===== src/rtl/acq_accum_ctrl.sv =====
// rtl/acq_accum_ctrl.sv - acquisition KG/NKG accumulator chain sequencer with peak search
module acq_accum_ctrl #(
    parameter int N_ARGS     = 64,
    parameter int DATA_WIDTH = 30,
    parameter int KG_WIDTH   = 8,
    parameter int NKG_WIDTH  = 8,
    parameter int TO_WIDTH   = 24,
    localparam int IDX_W     = (N_ARGS > 1) ? $clog2(N_ARGS) : 1
) (
    input  logic                  core_clk,
    input  logic                  resetn,
    input  logic                  start,
    input  logic                  abort,
    input  logic [KG_WIDTH-1:0]   cfg_kg,
    input  logic [NKG_WIDTH-1:0]  cfg_nkg,
    input  logic                  src_valid,
    output logic                  acc_we,
    output logic                  acc_clr,
    output logic [KG_WIDTH-1:0]   kg,
    output logic [NKG_WIDTH-1:0]  nkg,
    input  logic                  nkg_valid,
    input  logic [DATA_WIDTH-1:0] nkg_data,
    output logic                  busy,
    output logic                  done,
    output logic [DATA_WIDTH-1:0] peak_val,
    output logic [IDX_W-1:0]      peak_idx,
    output logic [IDX_W-1:0]      bin_cnt,
    output logic                  err_cfg,
    output logic                  err_to,
    output logic                  aborted
);

    localparam logic [2:0] S_IDLE  = 3'd0;
    localparam logic [2:0] S_CLEAR = 3'd1;
    localparam logic [2:0] S_RUN   = 3'd2;
    localparam logic [2:0] S_DRAIN = 3'd3;
    localparam logic [2:0] S_DONE  = 3'd4;

    localparam logic [IDX_W-1:0]    LAST_BIN = IDX_W'(N_ARGS - 1);
    // Timeout fires when the counter would step onto all-ones.
    localparam logic [TO_WIDTH-1:0] TO_LAST  = {{(TO_WIDTH-1){1'b1}}, 1'b0};

    logic [2:0]                   state_q, state_d;
    logic [KG_WIDTH-1:0]          kg_q, kg_d, kg_cnt_q, kg_cnt_d;
    logic [NKG_WIDTH-1:0]         nkg_q, nkg_d, nkg_cnt_q, nkg_cnt_d;
    logic [IDX_W-1:0]             bin_cnt_q, bin_cnt_d, res_cnt_q, res_cnt_d;
    logic [IDX_W-1:0]             peak_idx_q, peak_idx_d;
    logic signed [DATA_WIDTH-1:0] peak_val_q, peak_val_d;
    logic [TO_WIDTH-1:0]          to_cnt_q, to_cnt_d;
    logic                         res_done_q, res_done_d;
    logic                         err_cfg_q, err_cfg_d, err_to_q, err_to_d;
    logic                         aborted_q, aborted_d, done_q, done_d;
    logic                         busy_q, busy_d, acc_clr_q, acc_clr_d;
    logic                         res_take, res_last;

    // Forwarding gate; abort removes the write in the very cycle it arrives.
    assign acc_we   = src_valid & (state_q == S_RUN) & ~abort;
    // Result beats are taken in RUN or DRAIN until all bins have been seen.
    assign res_take = nkg_valid & ((state_q == S_RUN) | (state_q == S_DRAIN)) & ~res_done_q;
    assign res_last = res_take & (res_cnt_q == LAST_BIN);

    // Next-state, counter, peak tracker and status computation.
    always_comb begin
        state_d    = state_q;
        kg_d       = kg_q;
        nkg_d      = nkg_q;
        kg_cnt_d   = kg_cnt_q;
        nkg_cnt_d  = nkg_cnt_q;
        bin_cnt_d  = bin_cnt_q;
        res_cnt_d  = res_cnt_q;
        res_done_d = res_done_q;
        peak_val_d = peak_val_q;
        peak_idx_d = peak_idx_q;
        to_cnt_d   = to_cnt_q;
        err_cfg_d  = err_cfg_q;
        err_to_d   = err_to_q;
        aborted_d  = aborted_q;
        case (state_q)
            S_IDLE: begin
                if (start && !abort) begin
                    if (cfg_kg != '0 && cfg_nkg != '0) begin
                        kg_d      = cfg_kg;
                        nkg_d     = cfg_nkg;
                        err_cfg_d = 1'b0;
                        err_to_d  = 1'b0;
                        aborted_d = 1'b0;
                        state_d   = S_CLEAR;
                    end else begin
                        err_cfg_d = 1'b1;
                    end
                end
            end
            S_CLEAR: begin
                bin_cnt_d  = '0;
                kg_cnt_d   = '0;
                nkg_cnt_d  = '0;
                res_cnt_d  = '0;
                res_done_d = 1'b0;
                peak_val_d = '0;
                peak_idx_d = '0;
                to_cnt_d   = '0;
                state_d    = S_RUN;
            end
            S_RUN: begin
                if (acc_we) begin
                    if (bin_cnt_q == LAST_BIN) begin
                        bin_cnt_d = '0;
                        if (kg_cnt_q == kg_q - KG_WIDTH'(1)) begin
                            kg_cnt_d = '0;
                            if (nkg_cnt_q == nkg_q - NKG_WIDTH'(1)) begin
                                nkg_cnt_d = '0;
                                to_cnt_d  = '0;
                                state_d   = S_DRAIN;
                            end else begin
                                nkg_cnt_d = nkg_cnt_q + NKG_WIDTH'(1);
                            end
                        end else begin
                            kg_cnt_d = kg_cnt_q + KG_WIDTH'(1);
                        end
                    end else begin
                        bin_cnt_d = bin_cnt_q + IDX_W'(1);
                    end
                end
            end
            S_DRAIN: begin
                if (res_done_q || res_last) begin
                    state_d = S_DONE;
                end else if (res_take) begin
                    to_cnt_d = '0;
                end else if (to_cnt_q == TO_LAST) begin
                    err_to_d = 1'b1;
                    state_d  = S_DONE;
                end else begin
                    to_cnt_d = to_cnt_q + TO_WIDTH'(1);
                end
            end
            S_DONE:  state_d = S_IDLE;
            default: state_d = S_IDLE;
        endcase
        if (res_take) begin
            res_cnt_d = res_cnt_q + IDX_W'(1);
            if (res_last) begin
                res_done_d = 1'b1;
            end
            // Strict compare keeps the lowest index on ties.
            if (res_cnt_q == '0 || $signed(nkg_data) > peak_val_q) begin
                peak_val_d = $signed(nkg_data);
                peak_idx_d = res_cnt_q;
            end
        end
        if (abort && state_q != S_IDLE) begin
            state_d   = S_IDLE;
            aborted_d = 1'b1;
        end
        done_d    = (state_d == S_DONE);
        busy_d    = (state_d != S_IDLE);
        acc_clr_d = (state_d == S_CLEAR);
    end

    // State and output registers with asynchronous active-low reset.
    always_ff @(posedge core_clk or negedge resetn) begin
        if (!resetn) begin
            state_q    <= S_IDLE;
            kg_q       <= '0;
            nkg_q      <= '0;
            kg_cnt_q   <= '0;
            nkg_cnt_q  <= '0;
            bin_cnt_q  <= '0;
            res_cnt_q  <= '0;
            res_done_q <= 1'b0;
            peak_val_q <= '0;
            peak_idx_q <= '0;
            to_cnt_q   <= '0;
            err_cfg_q  <= 1'b0;
            err_to_q   <= 1'b0;
            aborted_q  <= 1'b0;
            done_q     <= 1'b0;
            busy_q     <= 1'b0;
            acc_clr_q  <= 1'b0;
        end else begin
            state_q    <= state_d;
            kg_q       <= kg_d;
            nkg_q      <= nkg_d;
            kg_cnt_q   <= kg_cnt_d;
            nkg_cnt_q  <= nkg_cnt_d;
            bin_cnt_q  <= bin_cnt_d;
            res_cnt_q  <= res_cnt_d;
            res_done_q <= res_done_d;
            peak_val_q <= peak_val_d;
            peak_idx_q <= peak_idx_d;
            to_cnt_q   <= to_cnt_d;
            err_cfg_q  <= err_cfg_d;
            err_to_q   <= err_to_d;
            aborted_q  <= aborted_d;
            done_q     <= done_d;
            busy_q     <= busy_d;
            acc_clr_q  <= acc_clr_d;
        end
    end

    assign acc_clr  = acc_clr_q;
    assign kg       = kg_q;
    assign nkg      = nkg_q;
    assign busy     = busy_q;
    assign done     = done_q;
    assign peak_val = peak_val_q;
    assign peak_idx = peak_idx_q;
    assign bin_cnt  = bin_cnt_q;
    assign err_cfg  = err_cfg_q;
    assign err_to   = err_to_q;
    assign aborted  = aborted_q;

endmodule


===== config.mk =====
export PLATFORM = sky130hd
export DESIGN_NAME = acq_accum_ctrl
export DESIGN_NICKNAME = d
export VERILOG_FILES = /design/src/rtl/acq_accum_ctrl.sv
export SDC_FILE = /design/constraint.sdc
export NUM_CORES = 1
export LEC_CHECK = 0
export CORE_MARGIN = 10
export CORE_UTILIZATION = 54
export DETAILED_ROUTE_END_ITERATION = 6
export GPL_TIMING_DRIVEN = 0
export PLACE_DENSITY_LB_ADDON = 0.3
export SKIP_CTS_REPAIR_TIMING = 1
export SLEW_MARGIN = 10
export SYNTH_ARGS = -nofsm -noshare
export SYNTH_HDL_FRONTEND = slang
export SYNTH_SLANG_ARGS = --single-unit

===== constraint.sdc =====
create_clock -name core_clk -period 3.55 [get_ports core_clk]
set_input_delay 0.71 -clock core_clk [delete_from_list [all_inputs] [get_ports core_clk]]
set_output_delay 0.71 -clock core_clk [all_outputs]
set_load 0.02 [all_outputs]

==> results of run 1 <==
==> registers in the layout, summed over array words and instances (netlist names) <==
signal / cells
nkg: 8
err_cfg: 1
kg: 8
aborted: 1
to_cnt_q: 24
done: 1
acc_clr: 1
state_q: 3
res_done_q: 1
nkg_cnt_q: 8
bin_cnt: 6
res_cnt_q: 6
kg_cnt_q: 8
busy: 1
err_to: 1
peak_val: 30
peak_idx: 6
==> cell usage after synthesis, drive strengths merged, types with 2 or more instances <==
library cell,n
o31ai,6
nor3b,5
a21o,20
o22ai,10
xnor2,11
o211ai,2
nand3b,3
clkbuf,29
a31o,33
a22o,12
and3,39
nor2,29
a21oi,28
and4,2
buf,7
nand4b,2
or4,5
a31oi,4
dfrtp,114
nand2b,9
a21boi,2
nor2b,4
mux2i,5
mux2,13
o21ai,53
a211oi,9
nor3,37
nand4,18
inv,52
nand2,62
a32o,2
or3b,4
ha,39
nand3,28
nor4,12
xor2,8
or2,4
==> critical path, cell delays in order <==
cell,delay (ps)
clkdlybuf4s50_1,440
ha_1,350
a21oi_1,180
o21ai_0,150
a211oi_1,240
o21ai_0,150
a31oi_1,450
nand2_1,330
clkbuf_1,360
a31o_2,320
==> through the flow <==
step	setup TNS [ps]	hold slack, ps	total power [W]	instance area [µm²]
floorplan	0	414	0.00256	6800
global placement	-299760	489	0.00315	8160
detailed placement	-4540	491	0.00321	8190
CTS	0	250	0.00482	8740
global route	0	262	0.00506	8740
finish	0	231	0.00480	8740
==> cell usage in the layout, fill, tap and decap left out, types with 28 or more instances in the layout <==
cell and instances:
clkbuf_1 33, dfrtp_1 114, a21oi_1 28, nor3_1 37, nand3_1 28, a31o_2 33, ha_1 39, and3_1 39
inv_1 52, nor2_1 29, nand2_1 62, clkdlybuf4s50_1 114, o21ai_0 53
==> cell type report <==
type | instances | share of cell area (%)
clock inverter | 4 | 0.229
clock buffer | 28 | 6.14
timing repair buffer | 116 | 13.5
buffer | 36 | 1.79
inverter | 52 | 2.23
multi-input combinational | 534 | 41.1
tap | 168 | 2.40
sequential | 114 | 32.6
==> logic make-up after synthesis <==
family          Yosys count
compound gates          189
mux                      18
fa+ha+maj                39
buf+inv                  88
xor+xnor                 19
flops                   114
simple gates            269
==> layer usage <==
metal	part of all wire [%]	routed length, µm	track usage [%]
met5	0	0	0
met4	2.6	480	9.54
met3	6.6	1220	5.72
met2	46	8600	33.6
met1	45	8300	26.5
==> power by group through the flow <==
stage	combinational (W)	sequential [W]	clock, W
floorplan	0.000699	0.00186	0
global placement	0.00147	0.00168	0
detailed placement	0.00152	0.00169	0
CTS	0.00154	0.00167	0.00161
global route	0.00168	0.00170	0.00168
finish	0.00153	0.00168	0.00159
==> final timing paths <==
check / cells past startpoint / end / slack, ps
min in group core_clk: 2 / err_cfg / 500
setup reg to reg: 7 / kg[7] / 510
hold reg to reg: 2 / err_cfg / 500
setup / recovery: 10 / peak_val[28] / 180
max in group asynchronous: 2 / to_cnt_q[23] / 2640
hold / removal: 1 / peak_val[10] / 230
==> results.md, run 1 <==
- Status: finished clean
- Vias: around 6,300
- Comb power frac: between 30% and 40%
- Simple logic cell fraction of the synthesized area: approximately a fifth
- Synth-to-Final Area Change: 28.6%
- Worst Hold Class: primary input to asynchronous set/reset pin
- Antenna-violating nets left: 0
- Post-synth top area share: 42.0%
- Multi-input gate area: between 3000 and 4000 µm²
- GRT Total Usage: a little over a fifth
- Row Count: 40
- Final period util: between 90% and 100%
- CTS tree: built
- Antenna diodes: 0
- Final WL: about 19 mm
- Largest family of logic cells by synthesized area: simple AND/OR/NAND/NOR gates
- RSZ-0062 raised after global routing: no
- Clock skew: roughly 4.3 ps
- Adder-Cell Fraction of Synth Area: under 10%
- Post-route non-filler standard cell count: 1,052
- Largest net degree at the start of global routing: 65
- Synth area leaders: dfrtp_1 (42%), ha_1 (7.2%), a31o_2 (4.3%)
- Die Ht: 132 µm
- Clock Pin Slew Worst Setup and Hold Paths: 50 ps
- Worst EP required: approximately 3900 ps
- Clk pwr share: about 33%
- Fin nets: around 960
- CTS Buffer Depth: 2
- Primary FF master, synth: dfrtp_1
- Crit start category: primary input
- Register area: ~2900 µm²
- Distinct cell type count after synthesis: 60
- Setup violators final: 0
- Clock Sinks: 114
- Mapped Cells: ~740
- Total grt overflow: 0
- Pwr Density: around 550 nW/µm²
- Mean area per synthesized cell: between 9 and 10 µm²
- Sequential share of the synthesized area: between 40% and 50%
- Critical path launch point: nkg_data[17]
- Post-synth top area cell: dfrtp_1
- Insertion delay to the later sink of the worst-skew pair: approximately 410 ps
- Reg-to-Reg Start: state_q[1]
- First-pass GRT wire length: around 31 mm
- P_leak: around 3.9 nW
- DR DRC count: 0
- Die area: between 15,000 and 20,000 µm²
- Vias per inst: between 6 and 7
- Die span in x: 132 µm
- Yosys Warn Count: 0
- Antenna violations before repair: 0
- Fill count: slightly above 900
- Max-cap violations: 0
- Initial Util: between 50% and 60%
- NetSw: roughly 0.0016 W
- Clock root buffer: clkbuf_16
- Net Count, Synth: 827
- Peak VDD IR: roughly 0.32 mV
- Internal power: ~0.0032 W
- Post-Synth XOR/XNOR Area: 2.56%
- Slew Limit Fails: 0
- Pre-CTS WS: -158 ps
- IO Count: 117
- DR iter-0 viols: approximately 500
- Fmax: about 0.30 GHz
- Drt first pass iters: 5
- Post-Syn Area: a little under 7000 µm²
- Async SR Flop Fraction: 100%
- DP HPWL: approximately 14 mm
- Mux cell area share after synthesis: a little under 3%
- IO buf count: between 100 and 150
- Vias in the first global route: 6,401
- Num CTS Buffers: 17
- Post-layout min period: 3370 ps
- Worst Max-Slew Pin Slew: 1100 ps
- Core area: about 12,000 µm²
- Final worst slack: 180 ps
- CP Capture Type: register
- Post-synth EDFFs: 0
- Reg power frac: 34.9%
- Routed wire per std cell: between 15 and 20 µm
- Rel. slew slack: between 20% and 30%
- Layout cells sized above 1: a little over a tenth
- Final core occ: a little under three quarters
- Setup Crit Path Kind: primary input to register
- Final hold vios: 0
- H-tree depth: 4
- Net Sw Frac: 32.9%
- Worst EP arrival: about 3700 ps
- Gpl congestion: between 0.9 and 1
- Synth Area in Compound Gates: 18.9%
- Synth Register Bits: 114
- Placed Cells: between 1,000 and 1,500
- Crit path max fanout: 10
No activity file was read; power rests on OpenSTA's default activity.
==> run 2, diff against run 1 <==
--- a/config.mk
+++ b/config.mk
@@ -6,10 +6,10 @@
 export NUM_CORES = 1
 export LEC_CHECK = 0
 export CORE_MARGIN = 10
-export CORE_UTILIZATION = 54
+export CORE_UTILIZATION = 55
 export DETAILED_ROUTE_END_ITERATION = 6
 export GPL_TIMING_DRIVEN = 0
-export PLACE_DENSITY_LB_ADDON = 0.3
+export PLACE_DENSITY = 0.81
 export SKIP_CTS_REPAIR_TIMING = 1
 export SLEW_MARGIN = 10
 export SYNTH_ARGS = -nofsm -noshare
==> constraint.sdc (replaced) <==
create_clock -name core_clk -period 4.35 [get_ports core_clk]
set_input_delay 0.87 -clock core_clk [delete_from_list [all_inputs] [get_ports core_clk]]
set_output_delay 0.87 -clock core_clk [all_outputs]
set_load 0.02 [all_outputs]
==> run 2 against run 1 <==
Compared with the run above: flip-flop and latch count unchanged; sequential power decreased by 18%; critical path type unchanged; count of clock-buffer cells in the layout decreased by 8; total power decreased by 15%; sequential share of layout area decreased by 0.19 points; clock power decreased by 9%; largest cell class unchanged; routed wire length increased by 2.3%; global-route usage increased by 0.54 points; setup slack improved by 640 ps.
==> results.md, run 2 (same netlist as run 1, synthesis figures left out) <==
- Status: finished clean
- CTS tree: built
- Final hold vios: 0 (unchanged)
- Clock Pin Slew Worst Setup and Hold Paths: 50 ps (about the same)
- CP delay by family, top: compound AO/OA/AOI/OAI gates
- Insertion delay to the later sink of the worst-skew pair: 420 ps (about the same)
- CP Capture Type: register
- Routed wire per std cell: 18.1 µm (+2.3%)
- Bufs and invs on worst path: 2 (unchanged)
- CTS Buffer Depth: 2 (unchanged)
- Clock root buffer: clkbuf_16
- Antenna diodes: 0 (unchanged)
- Final period util: approximately four fifths
- Worst EP arrival: 3870 ps (+200 ps)
- Vias in the first global route: 6,353 (-0.75%)
- Layout cells sized above 1: 10.9% (+0.23 points)
- Slew Limit Fails: 0 (unchanged)
- DR DRC count: 0 (unchanged)
- Reg2Reg Depth: 8 (+1)
- DR iter-0 viols: 564 (+13%)
- Antenna violations before repair: 0 (unchanged)
- Pwr Density: 463 nW/µm² (-16%)
- Fin nets: 962 (unchanged)
- IO Count: 117 (unchanged)
- Reg-to-reg setup timing slack: 1180 ps (+670 ps)
- RR Endpoint: busy
- Antenna-violating nets left: 0 (unchanged)
- Max-cap violations: 0 (unchanged)
- Die area: 17,200 µm² (-1.5%)
- IO buf count: 115 (unchanged)
- Gpl congestion: 0.957 (+6.3%)
- Peak VDD IR: 0.304 mV (-5.8%)
- Crit start category: primary input
- Clock Sinks: 114 (unchanged)
- Die Ht: 131 µm (-0.77%)
- Worst path depth: 10 (unchanged)
- Multi-input gate area: 3590 µm² (unchanged)
- P_leak: 3.93 nW (+0.59%)
- Setup violators final: 0 (unchanged)
- RSZ-0062 raised after global routing: no
- Core area: 12,100 µm² (-0.82%)
- Drt first pass iters: 5 (unchanged)
- Largest net degree at the start of global routing: 63 (-3.1%)
- Crit path max fanout: 10 (unchanged)
- Post-layout min period: around 3500 ps
- Die span in x: 131 µm (-0.77%)
- Setup TNS: 0 ps (unchanged)
- Vias: 6,308 (-0.44%)
- H-tree depth: 4 (unchanged)
- First-pass GRT wire length: 31.4 mm (+0.33%)
- Register area: 2850 µm² (unchanged)
- Worst EP required: 4690 ps (+840 ps)
- Final core occ: 72.9% (+1.0 points)
- Synth-to-Final Area Change: 29.4%
- Most frequent cells in the layout: dfrtp_1 (114), clkdlybuf4s50_1 (114), nand2_1 (62), o21ai_0 (53), inv_1 (52)
- Fill count: 910 (-0.76%)
- Reg-to-Reg Start: state_q[1]
- Rel. slew slack: 27.7% (+0.85 points)
- Setup Crit Path Kind: primary input to register
- Worst Max-Slew Pin Slew: 1080 ps (-12.8 ps)
- Row Count: 40 (unchanged)
- Vias per inst: 6.00 (-0.44%)
- DP HPWL: 13.9 mm (+2.1%)
- Slowest CP cell: clkbuf_1
- Final WL: 19.0 mm (+2.3%)
- Initial Util: 56.3% (+0.46 points)
- Worst path cell trace: clkdlybuf4s50_1 -> ha_1 -> a21oi_1 -> a21boi_0 -> o31ai_1 -> o2111ai_1 -> a211o_1 -> nand2_1 -> clkbuf_1 -> mux2i_1
- Largest register FFs: 30 (unchanged)
- Slowest stage delay, CP: 490 ps (+40 ps)
- Worst Hold Class: primary input to asynchronous set/reset pin
- Fmax: ~0.28 GHz
- Num CTS Buffers: 17 (unchanged)
- Clock skew: 6.67 ps (+2.35 ps)
- GRT Total Usage: 21.8% (+0.54 points)
- Total grt overflow: 0 (unchanged)
## run 2: changes by cell type in the layout (fill, tap and decap cells not counted), sizes merged
cell,delta
clkbuf,-8
bufinv,+4
clkinv,+3
clkinvlp,+1
## run 2: layer usage
layer  GRT usage (%)  share of wire, %  up-vias
met2            35.5                48      217
met1            27.4                44     3080
met4            8.00               1.6        0
met5               0                 0        -
li1                -                 -     2986
met3            5.37               6.5       25
## run 2: final cells by class
cell class / instances / share of cell area, %
repair buffers: 116 / 13.4
inverters: 52 / 2.22
multi-input cells: 534 / 40.8
well taps: 168 / 2.39
clock buffers: 20 / 5.08
clock inverters: 12 / 1.85
plain buffers: 36 / 1.78
flip-flops and latches: 114 / 32.4
## run 2: per-stage QoR
step,cell area (µm²),power (W),cells,worst slack [ps],hold WS (ps)
4_1_cts,8800,0.00408,1052,846,408
2_1_floorplan,6800,0.00209,736,1450,473
3_5_place_dp,8190,0.00263,1020,484,491
6_report,8800,0.00407,1052,822,392
3_3_place_gp,8160,0.00258,1019,-2030,489
5_1_grt,8800,0.00427,1052,658,425
## run 2: report_power, final
| group | switching, W | internal (W) | total, W |
|---|---|---|---|
| registers | 0.000164 | 0.00121 | 0.00137 |
| clock network | 0.000486 | 0.000963 | 0.00145 |
| logic | 0.000660 | 0.000589 | 0.00125 |
| total | 0.00131 | 0.00276 | 0.00407 |
## run 2: worst max-delay path by stage
| stage | from | endpoint |
|---|---|---|
| floorplan | nkg_data[4] | peak_idx[0] |
| global placement | resetn | to_cnt_q[7] |
| detailed placement | nkg_data[4] | peak_val[0] |
| CTS | state_q[2] | acc_we |
| global route | nkg_data[4] | peak_idx[1] |
| finish | nkg_data[4] | peak_idx[1] |
==> run 3, diff against run 2 <==
--- a/config.mk
+++ b/config.mk
@@ -6,10 +6,10 @@
 export NUM_CORES = 1
 export LEC_CHECK = 0
 export CORE_MARGIN = 10
-export CORE_UTILIZATION = 55
+export CORE_UTILIZATION = 54
 export DETAILED_ROUTE_END_ITERATION = 6
 export GPL_TIMING_DRIVEN = 0
-export PLACE_DENSITY = 0.81
+export PLACE_DENSITY = 0.79
 export SKIP_CTS_REPAIR_TIMING = 1
 export SLEW_MARGIN = 10
 export SYNTH_ARGS = -nofsm -noshare
==> constraint.sdc (replaced) <==
create_clock -name core_clk -period 3.25 [get_ports core_clk]
set_input_delay 0.65 -clock core_clk [delete_from_list [all_inputs] [get_ports core_clk]]
set_output_delay 0.65 -clock core_clk [all_outputs]
set_load 0.02 [all_outputs]
==> run 3 against run 2 <==
Compared with the run above: core utilization decreased by 0.90 points; total power increased by 30%; first-iteration DRC count increased by 3.5%; routed wire length decreased by 0.52%; setup slack got worse by 630 ps; combinational power increased by 34%; global-route usage decreased by 0.055 points; count of clock-buffer cells in the layout increased by 6; via count about the same; clock skew decreased by 1.6 ps; critical path type unchanged.
==> results.md, run 3 (same netlist as run 1, synthesis figures left out) <==
- Worst EP arrival: 3390 ps (-480 ps)
- Post-route cell area: 8760 µm² (-0.41%)
- Post-layout min period: approximately 3100 ps
- DR iter-0 viols: 584 (+3.5%)
- Die span in x: 132 µm (+0.78%)
- IO Count: 117 (unchanged)
- Gpl congestion: 0.899 (-6.0%)
- Num CTS Buffers: 17 (unchanged)
- Tot Pwr: 0.00527 W (+30%)
- Vias per inst: 6.00 (about the same)
- Vias: 6,302 (-0.095%)
- GRT Total Usage: 21.7% (-0.055 points)
- Pwr Density: 602 nW/µm² (+30%)
- Rel. slew slack: 46.1% (+18 points)
- Clock Sinks: 114 (unchanged)
- Clock skew: 5.09 ps (-1.58 ps)
- Clock root buffer: clkbuf_16
- Die Ht: 132 µm (+0.78%)
- Worst EP required: 3580 ps (-1110 ps)
- Placed Cells: 1,020 (unchanged)
- Die area: 17,500 µm² (+1.6%)
- Vias in the first global route: 6,412 (+0.93%)
- Fin nets: 961 (-0.10%)
- Placed cell area: 8190 µm² (unchanged)
- Slew Limit Fails: 0 (unchanged)
- First-pass GRT wire length: 31.7 mm (+0.99%)
- Clock Pin Slew Worst Setup and Hold Paths: 50 ps (about the same)
- Largest net degree at the start of global routing: 59 (-6.3%)
- Drt first pass iters: 5 (unchanged)
- Core area: 12,200 µm² (+0.83%)
- CTS Buffer Depth: 2 (unchanged)
- Setup violators final: 0 (unchanged)
- Worst Max-Slew Pin Slew: 808 ps (-276 ps)
- Antenna violations before repair: 0 (unchanged)
- IO buf count: 115 (unchanged)
- CP Capture Type: register
- Crit start category: primary input
- Synth-to-Final Area Change: 28.9%
- Worst Hold Class: primary input to asynchronous set/reset pin
- DP HPWL: 13.8 mm (-0.78%)
- H-tree depth: 4 (unchanged)
- Worst hold margin: 200 ps (-192 ps)
- Post-route non-filler standard cell count: 1,050 (-0.19%)
- Critical path launch point: nkg_data[4]
- Setup TNS: 0 ps (unchanged)
- Insertion delay to the later sink of the worst-skew pair: 410 ps (about the same)
- Reg-to-Reg Start: nkg[0]
- Status: finished clean
- Final WL: 18.9 mm (-0.52%)
- Crit path max fanout: 10 (unchanged)
- CTS tree: built
- Most frequent cells in the layout: dfrtp_1 (114), clkdlybuf4s50_1 (113), nand2_1 (62), o21ai_0 (53), inv_1 (52)
- Routed wire per std cell: 18.0 µm (-0.33%)
- Antenna diodes: 0 (unchanged)
- Total grt overflow: 0 (unchanged)
- Initial Util: 55.9% (-0.46 points)
- Fmax: between 0.3 and 0.4 GHz
- Layout cells sized above 1: 11.2% (+0.36 points)
- RSZ-0062 raised after global routing: no
- Peak VDD IR: 0.400 mV (+32%)
- Antenna-violating nets left: 0 (unchanged)
- DR DRC count: 0 (unchanged)
- Max-cap violations: 0 (unchanged)
- Most common cell after layout, fill and taps aside: dfrtp_1
- Row Count: 40 (unchanged)
- P_leak: 3.93 nW (+0.10%)
- Setup Crit Path Kind: primary input to register
- Final period util: roughly 94%
- Final hold vios: 0 (unchanged)
- Largest register FFs: 30 (unchanged)
-- run 3: final timing paths --
kind | endpoint | cells past startpoint | slack [ps]
worst max-delay path | peak_idx[4] | 10 | 190
worst min-delay path | peak_val[10] | 1 | 200
worst max register to register | to_cnt_q[23] | 11 | 270
worst min register to register | to_cnt_q[5] | 1 | 520
max in group asynchronous | to_cnt_q[9] | 2 | 2370
min in group core_clk | to_cnt_q[5] | 1 | 520
-- run 3: stage by stage --
step / utilization [%] / setup slack (ps)
floorplan: - / 464
global placement: 67.1 / -2970
CTS: 71.9 / -74.2
detailed placement: 67.3 / -427
global route: 72.0 / 42.7
finish: 72.0 / 192
-- run 3: area by class of cell --
| type | count | area [µm²] |
|---|---|---|
| buffer | 35 | 158 |
| clock buffer | 26 | 509 |
| clock inverter | 5 | 50.0 |
| fill | 936 | 3400 |
| inverter | 52 | 195 |
| multi-input combinational | 534 | 3600 |
| sequential | 114 | 2850 |
| tap | 168 | 210 |
| timing repair buffer | 116 | 1180 |
-- run 3: power breakdown --
group,internal [W],leakage (nW),switching [W]
Clock,0.00114,0.280,0.000623
Sequential,0.00162,1.53,0.000219
Combinational,0.000790,2.12,0.000886
Total,0.00355,3.93,0.00173
-- run 3: worst max-delay path, cell delays in order --
cell	delay [ps]
clkdlybuf4s50_1	450
ha_1	360
a21oi_1	160
a21boi_0	110
o31ai_1	240
o2111ai_1	180
a211o_1	410
nand2_1	280
clkbuf_2	330
mux2i_1	220
-- run 3: routing by layer --
metal | vias to the layer above | wire length (µm) | global-route usage, % | part of all wire [%]
li1 | 2978 | - | - | -
met1 | 3078 | 8530 | 27.2 | 45
met2 | 215 | 8980 | 35.4 | 47
met3 | 31 | 1000 | 4.88 | 5.3
met4 | 0 | 418 | 8.99 | 2.2
met5 | - | 0 | 0 | 0
